### config.mk
export PLATFORM = sky130hd
export DESIGN_NAME = conv_window_ctrl
export DESIGN_NICKNAME = d
export VERILOG_FILES = /design/src/rtl/conv_window_ctrl.sv
export SDC_FILE = /design/constraint.sdc
export NUM_CORES = 1
export LEC_CHECK = 0
export ABC_AREA = 1
export CORE_MARGIN = 2
export CORE_UTILIZATION = 35
export CTS_CLUSTER_SIZE = 12
export DETAILED_ROUTE_END_ITERATION = 10
export SETUP_SLACK_MARGIN = 0.15
export SLEW_MARGIN = 20
export SYNTH_ARGS = -nofsm -noshare
export SYNTH_HDL_FRONTEND = slang
export SYNTH_SLANG_ARGS = --single-unit
### constraint.sdc
create_clock -name clk -period 4.25 [get_ports clk]
set_input_delay 0.425 -clock clk [delete_from_list [all_inputs] [get_ports clk]]
set_output_delay 0.425 -clock clk [all_outputs]
set_load 0.05 [all_outputs]
### src/rtl/conv_window_ctrl.sv
// conv_window_ctrl
//   Sequencer for the 3x3 convolution datapath. Takes a raster-scan pixel
//   stream, keeps two line buffers and a 3x3 window, and presents the packed
//   window plus a locally stored kernel to the external combinational conv
//   core. Each valid core result is registered onto a single-entry
//   valid/ready output stage; frame_done_o pulses once at end of frame.
//
// Ports
//   clk, rst_n          clock, asynchronous active-low reset
//   start_i             begin a frame (sampled only in IDLE)
//   k_we_i/k_addr_i/k_data_i   kernel coefficient write (IDLE only, addr 0..8)
//   pix_valid_i/pix_i/pix_ready_o   input pixel stream
//   win_o, kernel_o     packed window / kernel to core, [top-left ... bottom-right]
//   conv_res_i          combinational core result
//   out_valid_o/out_data_o/out_ready_i   result stream
//   busy_o              high outside IDLE
//   frame_done_o        one-cycle end-of-frame pulse
//
// Optional feature
//   CONV_SAT8_EN        when defined, results above 255 load as 255.

module conv_window_ctrl #(
  parameter int IMG_W = 8,
  parameter int IMG_H = 8,
  parameter int PIX_W = 8,
  parameter int RES_W = 11
) (
  input  logic                    clk,
  input  logic                    rst_n,
  input  logic                    start_i,
  input  logic                    k_we_i,
  input  logic [3:0]              k_addr_i,
  input  logic [PIX_W-1:0]        k_data_i,
  input  logic                    pix_valid_i,
  input  logic [PIX_W-1:0]        pix_i,
  output logic                    pix_ready_o,
  output logic [9*PIX_W-1:0]      win_o,
  output logic [9*PIX_W-1:0]      kernel_o,
  input  logic signed [RES_W-1:0] conv_res_i,
  output logic                    out_valid_o,
  output logic [RES_W-1:0]        out_data_o,
  input  logic                    out_ready_i,
  output logic                    busy_o,
  output logic                    frame_done_o
);

  localparam int CW = (IMG_W > 1) ? $clog2(IMG_W) : 1;
  localparam int RW = (IMG_H > 1) ? $clog2(IMG_H) : 1;
  localparam logic [CW-1:0] COL_LAST = CW'(IMG_W - 1);
  localparam logic [RW-1:0] ROW_LAST = RW'(IMG_H - 1);

  typedef enum logic [1:0] {IDLE, RUN, DRAIN, DONE} state_t;

  state_t state, state_nx;

  logic [CW-1:0]           col;
  logic [RW-1:0]           row;
  logic signed [PIX_W-1:0] linebuf0 [IMG_W];
  logic signed [PIX_W-1:0] linebuf1 [IMG_W];
  logic signed [PIX_W-1:0] win      [3][3];
  logic signed [PIX_W-1:0] kern     [9];

  logic                    stall;
  logic                    accept;
  logic                    col_last;
  logic                    last_pix;
  logic                    produce;
  logic signed [PIX_W-1:0] col_top;
  logic signed [PIX_W-1:0] col_mid;

  function automatic logic [RES_W-1:0] sat_res(input logic signed [RES_W-1:0] r);
`ifdef CONV_SAT8_EN
    if (r > $signed(RES_W'(255))) sat_res = RES_W'(255);
    else                          sat_res = r;
`else
    sat_res = r;
`endif
  endfunction

  assign col_top  = linebuf1[col];
  assign col_mid  = linebuf0[col];
  assign stall    = out_valid_o && !out_ready_i;
  assign accept   = pix_valid_i && pix_ready_o;
  assign col_last = (col == COL_LAST);
  assign last_pix = (row == ROW_LAST) && col_last;
  // Only pixels that complete a full 3x3 neighbourhood yield a result.
  assign produce  = accept && (row >= RW'(2)) && (col >= CW'(2));

  assign busy_o       = (state != IDLE);
  assign frame_done_o = (state == DONE);

  always_ff @(posedge clk or negedge rst_n) begin
    if (!rst_n) state <= IDLE;
    else        state <= state_nx;
  end

  always_comb begin
    state_nx    = state;
    pix_ready_o = 1'b0;
    case (state)
      IDLE:  if (start_i) state_nx = RUN;
      RUN: begin
        pix_ready_o = !stall;
        if (pix_valid_i && !stall && last_pix) state_nx = DRAIN;
      end
      DRAIN: if (!out_valid_o || out_ready_i) state_nx = DONE;
      DONE:  state_nx = IDLE;
      default: state_nx = IDLE;
    endcase
  end

  // Control: raster counters and kernel store (frozen once a frame starts).
  always_ff @(posedge clk or negedge rst_n) begin
    if (!rst_n) begin
      row <= '0;
      col <= '0;
      for (int k = 0; k < 9; k++) kern[k] <= '0;
    end else if (state == IDLE) begin
      for (int k = 0; k < 9; k++)
        if (k_we_i && (k_addr_i == 4'(k))) kern[k] <= k_data_i;
      if (start_i) begin
        row <= '0;
        col <= '0;
      end
    end else if (accept) begin
      if (col_last) begin
        col <= '0;
        row <= row + 1'b1;
      end else begin
        col <= col + 1'b1;
      end
    end
  end

  // Stage p0: line buffers and window shift on each accepted pixel.
  always_ff @(posedge clk or negedge rst_n) begin
    if (!rst_n) begin
      for (int i = 0; i < IMG_W; i++) begin
        linebuf0[i] <= '0;
        linebuf1[i] <= '0;
      end
      for (int r = 0; r < 3; r++)
        for (int c = 0; c < 3; c++) win[r][c] <= '0;
    end else if (accept) begin
      linebuf1[col] <= col_mid;
      linebuf0[col] <= pix_i;
      for (int r = 0; r < 3; r++) begin
        win[r][0] <= win[r][1];
        win[r][1] <= win[r][2];
      end
      win[0][2] <= col_top;
      win[1][2] <= col_mid;
      win[2][2] <= pix_i;
    end
  end

  // The core sees the window as it will be after this accept: the two newest
  // stored columns plus the incoming column, with pix_i at bottom-right.
  always_comb begin
    win_o    = '0;
    kernel_o = '0;
    for (int k = 0; k < 9; k++) kernel_o[(8-k)*PIX_W +: PIX_W] = kern[k];
    if (state == RUN) begin
      for (int r = 0; r < 3; r++)
        for (int c = 0; c < 2; c++)
          win_o[(8-(r*3+c))*PIX_W +: PIX_W] = win[r][c+1];
      win_o[6*PIX_W +: PIX_W] = col_top;
      win_o[3*PIX_W +: PIX_W] = col_mid;
      win_o[0 +: PIX_W]       = pix_i;
    end
  end

  // Stage p1: single-entry output register; a new load wins over a drain.
  always_ff @(posedge clk or negedge rst_n) begin
    if (!rst_n) begin
      out_valid_o <= 1'b0;
      out_data_o  <= '0;
    end else if (produce) begin
      out_valid_o <= 1'b1;
      out_data_o  <= sat_res(conv_res_i);
    end else if (out_ready_i) begin
      out_valid_o <= 1'b0;
    end
  end

endmodule

==> impl_metrics.ini, run 1 <==
[timing]
fmax_mhz = 271
grt_setup_unrepaired = no
skew_ps = 21.5
period_share = 0.868
worst-slew-pin-transition_ps = 875
tns_ps = 0
finalHoldViolations = 0
setup_viol = 0
slew_viol_final = 0
min_period_ps = 3690
max_slew_margin = 0.417

[floorplanning]
die_h_um = 192
initial_utilization = 0.357
core-area_sq_mm = 0.0347
die-area_sq_mm = 0.0370
die_w_um = 192
rows = 68
ios = 196

[drt]
vias_per_cell = 4.64
vias = 10200
wl_um = 33800
first_pass_iters = 5
drc = 0
antenna_left = 0
wl_per_cell_um = 15.3
drt_iter0_markers = 684

[critical_path]
crit_top_cell = nand2_1
path_cells = inv_2, nand2_1, nand2_1, nand2_1, a21oi_1, clkdlybuf4s50_1
path_delay_family = buffers and inverters
path_buf_inv = 2
worstPathMaxFanout = 31
cp_slowest_stage_delay_ps = 870
arrival_ps = 3270
slowest_stage = clkdlybuf4s50_1
setup.worst_path.start_class = register
crit_required_ps = 3830
critPathKind = reg -> out
endpoint_kind = output port

[grt]
antenna_found_initial = 0
grt_pass1_wl_um = 54400
grt_pass1_vias = 9697
grtUsageTotal = 0.185
grt_max_degree = 128
grt_overflow_total = 0

[finish]
final_core_util = 0.450
finalInstanceArea_sq_mm = 0.0156
drive_gt1_frac = 0.0777
antennaDiodeCount = 0
layout.nets = 1778
stdcell_count = 2205
area_growth_pct = 25.8

[yosys]
syn_nets = 1610
avgSynthCellArea_sq_um = 7.94
synth_edf_count = 0
ys_seq_area_frac = 0.541
netlist_top_cells_count = nand2_1, dfrtp_1, inv_1
yosysWarnings = 0
ys.flop_type = dfrtp_1
synth_area_sq_mm = 0.0124
syn_inst = 1562
synth-seq-cells = 268
synthArstFlopShare = 1.00
synth_most_common_cell = nand2_1
yosys-top-cells-area = dfrtp_1, nand2_1, o21ai_0
yosys.area.top_type = dfrtp_1
netlist.area_leader.share = 0.541
ys_types = 31

[clock_tree]
root_buffer = clkbuf_16
cts_setup_buffers = 0
cts_buffer_depth = 3
ctsResizeCount = 0
clk_pin_slew_ps = 60
clock_sinks = 268
cts_buffers = 31
insertion_delay_ps = 550
cts_max_level = 1
ctsHoldBuffers = 0
cts_tree = done

[power]
p_seq_frac = 0.320
switchingPower_mw = 5.66
p_sw_frac = 0.462
pwr-share-clk = 0.211
ir_drop_v = 0.000531
cellLeakagePower_nw = 8.31
power_density_mw_per_mm2 = 785
pwr-share-comb = 0.469
internal-power_mw = 6.60

[run]
drv_cap = 0

[run_status]
status = finished, final reports clean

[placement]
place_hpwl_um = 22000
placedInstanceArea_sq_mm = 0.0146
portBuffers = 195
gp_congestion = 0.795
placed_cells = 2150

[worst_hold_path]
hp-class = in -> async
[cells by family (layout without fill, tap and decap cells)]
group,after synthesis,count (layout),synth area share
compound gates,166,166,0.0780
fa+ha+maj,11,11,0.0111
buf+inv,170,358,0.0662
flops,268,268,0.541
simple gates,947,947,0.304
[registers in the layout, summed over array words and instances (netlist names)]
| register | flops |
|---|---|
| col | 3 |
| kernel_o | 72 |
| linebuf0 | 64 |
| linebuf1 | 64 |
| out_data_o | 11 |
| out_valid_o | 1 |
| row | 3 |
| state | 2 |
| win | 48 |
[cells in the final DEF, fill, tap and decap left out, types with 13 or more instances in the layout]
| cell | netlist | final |
|---|---|---|
| a21oi_1 | 16 | 16 |
| clkbuf_16 | 0 | 31 |
| clkdlybuf4s50_1 | 0 | 194 |
| dfrtp_1 | 268 | 267 |
| inv_1 | 84 | 84 |
| nand2_1 | 886 | 886 |
| nand3_1 | 13 | 13 |
| nor2_1 | 14 | 14 |
| o21ai_0 | 83 | 83 |
| o21ai_1 | 32 | 32 |
| o21ai_2 | 33 | 33 |
[per-layer routing]
metal / up-vias / track usage / part of all wire
met2: 236 / 0.294 / 0.46
li1: 5131 / - / -
met3: 47 / 0.0331 / 0.055
met5: - / 0 / 0
met1: 4815 / 0.263 / 0.47
met4: 0 / 0.0458 / 0.020
[through the flow]
step	power [mW]	hold WS, ps	setup slack (ps)
detailed placement	9.70	461	1130
global route	13.0	349	306
CTS	12.3	45.7	539
floorplan	7.80	129	1890
finish	12.3	331	560
global placement	9.65	455	1140
[worst register-to-register path: stages (launching register included)]
cell and delay [ps]:
dfrtp_1 420, inv_1 120, ha_2 190, buf_4 480, nand3_4 490, inv_2 760, nand2_1 130, o22ai_1 180
[path summary, 6_finish.rpt]
path	to	cells after the start	from	slack (ps)
setup / recovery	win_o[30]	6	col[1]$_DFFE_PN0P_	560
hold / removal	kernel_o[29]$_DFFE_PN0P_	2	rst_n	330
hold reg to reg	out_data_o[9]$_DFFE_PN0P_	2	out_data_o[9]$_DFFE_PN0P_	470
max in group asynchronous	win[12]$_DFFE_PN0P_	4	rst_n	2670
setup reg to reg	col[1]$_DFFE_PN0P_	7	state[1]$_DFFE_PN0P_	1400
min in group clk	out_data_o[0]$_DFFE_PN0P_	3	conv_res_i[0]	420
[area by class of cell]
cell class                 instances  area (sq um)
clock inverter                    13           129
sequential                       268          6710
fill                            3513         19100
timing repair buffer             206          2090
multi-input combinational       1124          4880
tap                              455           569
inverter                          99           377
clock buffer                      40           860
[power groups by stage]
stage	clock [mW]	sequential (mW)	combinational, mW
global route	2.77	4.03	6.22
detailed placement	0	3.93	5.77
floorplan	0	5.12	2.67
finish	2.59	3.92	5.75
CTS	2.65	3.91	5.79
global placement	0	3.93	5.73
No activity file was read; power rests on OpenSTA's default activity.
==> run 2, diff against run 1 <==
Settings changed: CTS_CLUSTER_SIZE 12 to default.
==> run 2 against run 1 <==
Effect of this change: clock power increased by 4%; sequential cell count unchanged; first-iteration DRC count decreased by 6.1%; combinational power about the same; non-clock buffer count unchanged; worst setup slack got worse by 21 ps; utilization increased by 0.17 points; final area increased by 0.38%; global-route usage about the same; sequential share of layout area decreased by 0.16 points; critical path depth unchanged; via count about the same.
==> impl_metrics.ini, run 2 (synthesis results as in run 1) <==
[grt]
antenna_found_initial = 0
grt_overflow_total = 0
grt_pass1_vias = 9697
grtUsageMet3 = 0.0329
grtUsageTotal = 0.185
grt.met1_usage = 0.263
top_usage_layer = met2
grt_use_met2 = 0.294
grt_max_degree = 128
grt_pass1_wl_um = 54300

[floorplanning]
core-area_sq_mm = 0.0347
rows = 68
die_w_um = 192
die-area_sq_mm = 0.0370
initial_utilization = 0.357
die_h_um = 192
ios = 196

[drt]
first_pass_iters = 5
drt_iter0_markers = 642
wl_per_cell_um = 15.3
vias = 10200
drc = 0
antenna_left = 0
vias_per_cell = 4.63
wl_um = 33800

[placement]
placed_cells = 2150
portBuffers = 195
gp_congestion = 0.795
placedInstanceArea_sq_mm = 0.0146
place_hpwl_um = 22000

[run]
drv_cap = 0

[power]
power_density_mw_per_mm2 = 790
internal-power_mw = 6.69
p_seq_frac = 0.316
switchingPower_mw = 5.68
ir_drop_v = 0.000532
cellLeakagePower_nw = 8.34
pwr-share-comb = 0.465
pwr-share-clk = 0.219
p_sw_frac = 0.459

[timing]
worst-slew-pin-transition_ps = 862
max_slew_margin = 0.425
tns_ps = 0
grt_setup_unrepaired = no
min_period_ps = 3710
whs_ps = 361
setup_viol = 0
fmax_mhz = 269
period_share = 0.873
finalHoldViolations = 0
skew_ps = 25.0
slew_viol_final = 0

[critical_path]
setup.worst_path.start_class = register
arrival_ps = 3290
crit_required_ps = 3830
critPathKind = reg -> out
worstPathMaxFanout = 31
endpoint_kind = output port

[clock_tree]
clk_pin_slew_ps = 60
cts_setup_buffers = 0
insertion_delay_ps = 560
clock_sinks = 268
ctsResizeCount = 0
cts_buffers = 30
cts_tree = done
cts_max_level = 1
cts_buffer_depth = 3
root_buffer = clkbuf_16

[finish]
finalInstanceArea_sq_mm = 0.0157
stdcell_count = 2206
drive_gt1_frac = 0.0800
final_cell_mix = nand2_1, dfrtp_1, clkdlybuf4s50_1, inv_1, o21ai_0
area_growth_pct = 26.3
final_common_cell = nand2_1
layout.nets = 1777
antennaDiodeCount = 0
largest_register_ff_count = 72

[worst_hold_path]
hp-class = in -> async

[run_status]
status = finished, final reports clean
## run 2: cell count changes in the layout (fill, tap and decap cells not counted), sizes merged
cell	change
bufinv	+1
clkbuf	-1
clkinv	-1
inv	+2
## run 2: routing by layer
layer | up-vias | wire length (um)
li1 | 5130 | -
met1 | 4796 | 15500
met2 | 261 | 15500
met3 | 35 | 2120
met4 | 0 | 624
met5 | - | 0
## run 2: power by group through the flow
stage | logic [mW] | registers, mW | clock network (mW)
2_1_floorplan | 2.67 | 5.12 | 0
3_3_place_gp | 5.73 | 3.93 | 0
3_5_place_dp | 5.77 | 3.93 | 0
4_1_cts | 5.78 | 3.91 | 2.77
5_1_grt | 6.22 | 4.03 | 2.88
6_report | 5.75 | 3.91 | 2.70
## run 2: final timing paths
kind	start	end	slack, ps	cells past startpoint
setup / recovery	col[1]$_DFFE_PN0P_	win_o[24]	540	6
hold / removal	rst_n	kernel_o[29]$_DFFE_PN0P_	360	2
setup reg to reg	state[1]$_DFFE_PN0P_	col[1]$_DFFE_PN0P_	1380	7
hold reg to reg	out_data_o[3]$_DFFE_PN0P_	out_data_o[3]$_DFFE_PN0P_	470	2
max in group asynchronous	rst_n	linebuf0[26]$_DFFE_PN0P_	2660	4
min in group clk	conv_res_i[5]	out_data_o[5]$_DFFE_PN0P_	410	3
## run 2: cell type report
type                            count  area, sq um
Clock buffer                       39          876
Tap cell                          455          569
Fill cell                        3515        19000
Inverter                           99          377
Timing Repair Buffer              206         2090
Multi-Input combinational cell   1124         4880
Clock inverter                     15          171
Sequential cell                   268         6710
## run 2: worst max-delay path, stage by stage (launching register included)
cell and delay (ps):
dfrtp_1 700, inv_2 600, nand2_1 100, nand2_1 70, nand2_1 70, a21oi_1 290
clkdlybuf4s50_1 870
## run 2: through the flow
stage	util	total power, mW	setup slack [ps]
2_1_floorplan	-	7.80	1890
3_3_place_gp	0.420	9.65	1140
3_5_place_dp	0.420	9.70	1130
4_1_cts	0.450	12.5	533
5_1_grt	0.451	13.1	299
6_report	0.451	12.4	539
## run 2: what timing repair did
action                                  in CTS  in global routing
hold buffers                                 0                  1
endpoints found under the setup margin       0                  0
hold endpoints to repair                     0                 44
==> run 3, diff against run 2 <==
Settings changed: ABC_AREA 1 to 0, CTS_CLUSTER_SIZE from default to 24, MAX_ROUTING_LAYER from default to met4.
==> run 3 against run 2 <==
Effect of this change: critical path type unchanged; clock skew fell by 12 ps; fmax is 0.32% lower; combinational power fell by 5.7%; largest cell class unchanged; routed wire length decreased by 11%; area after synthesis shrank 3.9%; highest routed layer unchanged; sequential share of layout area rose by 1.2 points.
==> impl_metrics.ini, run 3 <==
[run_status]
status = finished, final reports clean

[critical_path]
arrival_ps = 3300
timing.rr.start = col[1]$_DFFE_PN0P_
startpoint = col[1]$_DFFE_PN0P_
path_buf_inv = 2
path_cells = buf_4, mux4_2, mux2i_1, nor2_1, clkdlybuf4s50_1
crit_required_ps = 3830
cp_slowest_stage_delay_ps = 1040
critPathKind = reg -> out
worstPathMaxFanout = 24
slowest_stage = dfrtp_1
setup.worst_path.start_class = register
endpoint_kind = output port
path_delay_family = flip-flops

[timing]
fin_ws_ps = 527
tns_ps = 0
grt_setup_unrepaired = no
max_slew_margin = 0.289
worst-slew-pin-transition_ps = 1070
slew_viol_final = 0
setup_viol = 0
skew_ps = 12.6
period_share = 0.876
min_period_ps = 3720
finalHoldViolations = 0
fmax_mhz = 269

[finish]
largest_register_ff_count = 72
final_cell_mix = dfrtp_1, mux2_2, clkdlybuf4s50_1, nand2_1, and2_1
stdcell_count = 1559
layout.nets = 1136
finalInstanceArea_sq_mm = 0.0153
n_fill_cell = 3146
drive_gt1_frac = 0.286
area_growth_pct = 27.9
final_common_cell = dfrtp_1

[yosys]
ys_types = 46
synth_area_sq_mm = 0.0119
synthArstFlopShare = 1.00
synth_edf_count = 0
netlist.area_leader.share = 0.563
yosysWarnings = 0
netlist_top_cells_count = dfrtp_1, mux2_2, nand2_1
avgSynthCellArea_sq_um = 13.4
syn_inst = 891
yosys-top-cells-area = dfrtp_1, mux2_2, nand2_1
ys.flop_type = dfrtp_1
synth_most_common_cell = dfrtp_1
synth-seq-cells = 268
yosys.area.top_type = dfrtp_1
syn_nets = 939
ys_seq_area_frac = 0.563

[floorplanning]
rows = 67
ios = 196
die_w_um = 189
die_h_um = 189
initial_utilization = 0.356
die-area_sq_mm = 0.0356
core-area_sq_mm = 0.0335

[clock_tree]
cts_tree = done
insertion_delay_ps = 530
clock_sinks = 268
root_buffer = clkbuf_16
clk_pin_slew_ps = 60
cts_buffer_depth = 3
cts_buffers = 29
ctsResizeCount = 0
cts_max_level = 1

[grt]
grt_max_degree = 117
grt_pass1_vias = 7978
grt_pass1_wl_um = 48200
antenna_found_initial = 3
grtUsageTotal = 0.177
grt_overflow_total = 0

[placement]
placed_cells = 1504
portBuffers = 195
gp_congestion = 0.793
dp_slack_ps = 798
place_hpwl_um = 21100
placedInstanceArea_sq_mm = 0.0143

[drt]
wl_per_cell_um = 19.4
drt_iter0_markers = 292
vias = 7622
drc = 0
first_pass_iters = 4
antenna_left = 0
wl_um = 30200
vias_per_cell = 4.89

[power]
power_density_mw_per_mm2 = 769
cellLeakagePower_nw = 7.02
ir_drop_v = 0.000439

[worst_hold_path]
worstHoldStart = win[59]$_DFFE_PN0P_
hp-class = reg -> reg

[run]
drv_cap = 0
[run 3: kinds of logic after synthesis]
logic type	after synthesis	synth area share
buffers and inverters	62	0.0273
flip-flops	268	0.563
AND/OR/NAND/NOR	238	0.105
multiplexers	271	0.270
AO/OA/AOI/OAI	41	0.0230
adder cells (fa/ha/maj)	11	0.0115
[run 3: worst register-to-register path: stages (launching register included)]
cell and delay, ps:
dfrtp_1 1040, nand2_1 280, nor3_4 890, mux2_2 430
[run 3: worst paths after layout]
check,to,slack [ps],cells after the start
max reg2reg,linebuf1[13]$_DFFE_PN0P_,1490,3
max in group asynchronous,linebuf1[38]$_DFFE_PN0P_,2620,3
min,win[59]$_DFFE_PN0P_,460,2
min in group asynchronous,kernel_o[18]$_DFFE_PN0P_,540,2
max,win_o[31],530,5
min reg2reg,win[59]$_DFFE_PN0P_,460,2
[run 3: report_power, final]
group          internal [mW]  switching (mW)  leakage, nW
registers               3.38           0.560         3.57
clock network           1.39           0.982        0.444
logic                   2.03            3.39         3.00
total                   6.80            4.93         7.02
[run 3: cell type report]
| type | instances | area [sq um] | area share |
|---|---|---|---|
| sequential | 268 | 6710 | 0.440 |
| multi-input combinational | 561 | 4900 | 0.321 |
| timing repair buffer | 219 | 2140 | 0.140 |
| clock buffer | 48 | 877 | 0.0575 |
| tap | 448 | 561 | 0.0368 |
| inverter | 9 | 33.8 | 0.00221 |
| clock inverter | 5 | 27.5 | 0.00180 |
| antenna | 1 | 2.50 | 0.000164 |
[run 3: per-layer routing]
layer,global-route usage,part of all wire
met3,0.0231,0.048
met1,0.237,0.44
met2,0.290,0.49
met5,-,0
met4,0.0364,0.016
[run 3: through the flow]
stage          power [mW]  hold WS, ps  utilization
3_3_place_gp         9.36          450        0.427
2_1_floorplan        7.57          129            -
3_5_place_dp         9.44          454        0.427
6_report             11.7          464        0.455
4_1_cts              11.9          469        0.455
5_1_grt              12.3          486        0.455
[run 3: what timing repair did]
action                                 in CTS  in global routing
hold buffers                                1                  0
endpoints found under the hold margin      28                  0
buffers inserted                            0                  0
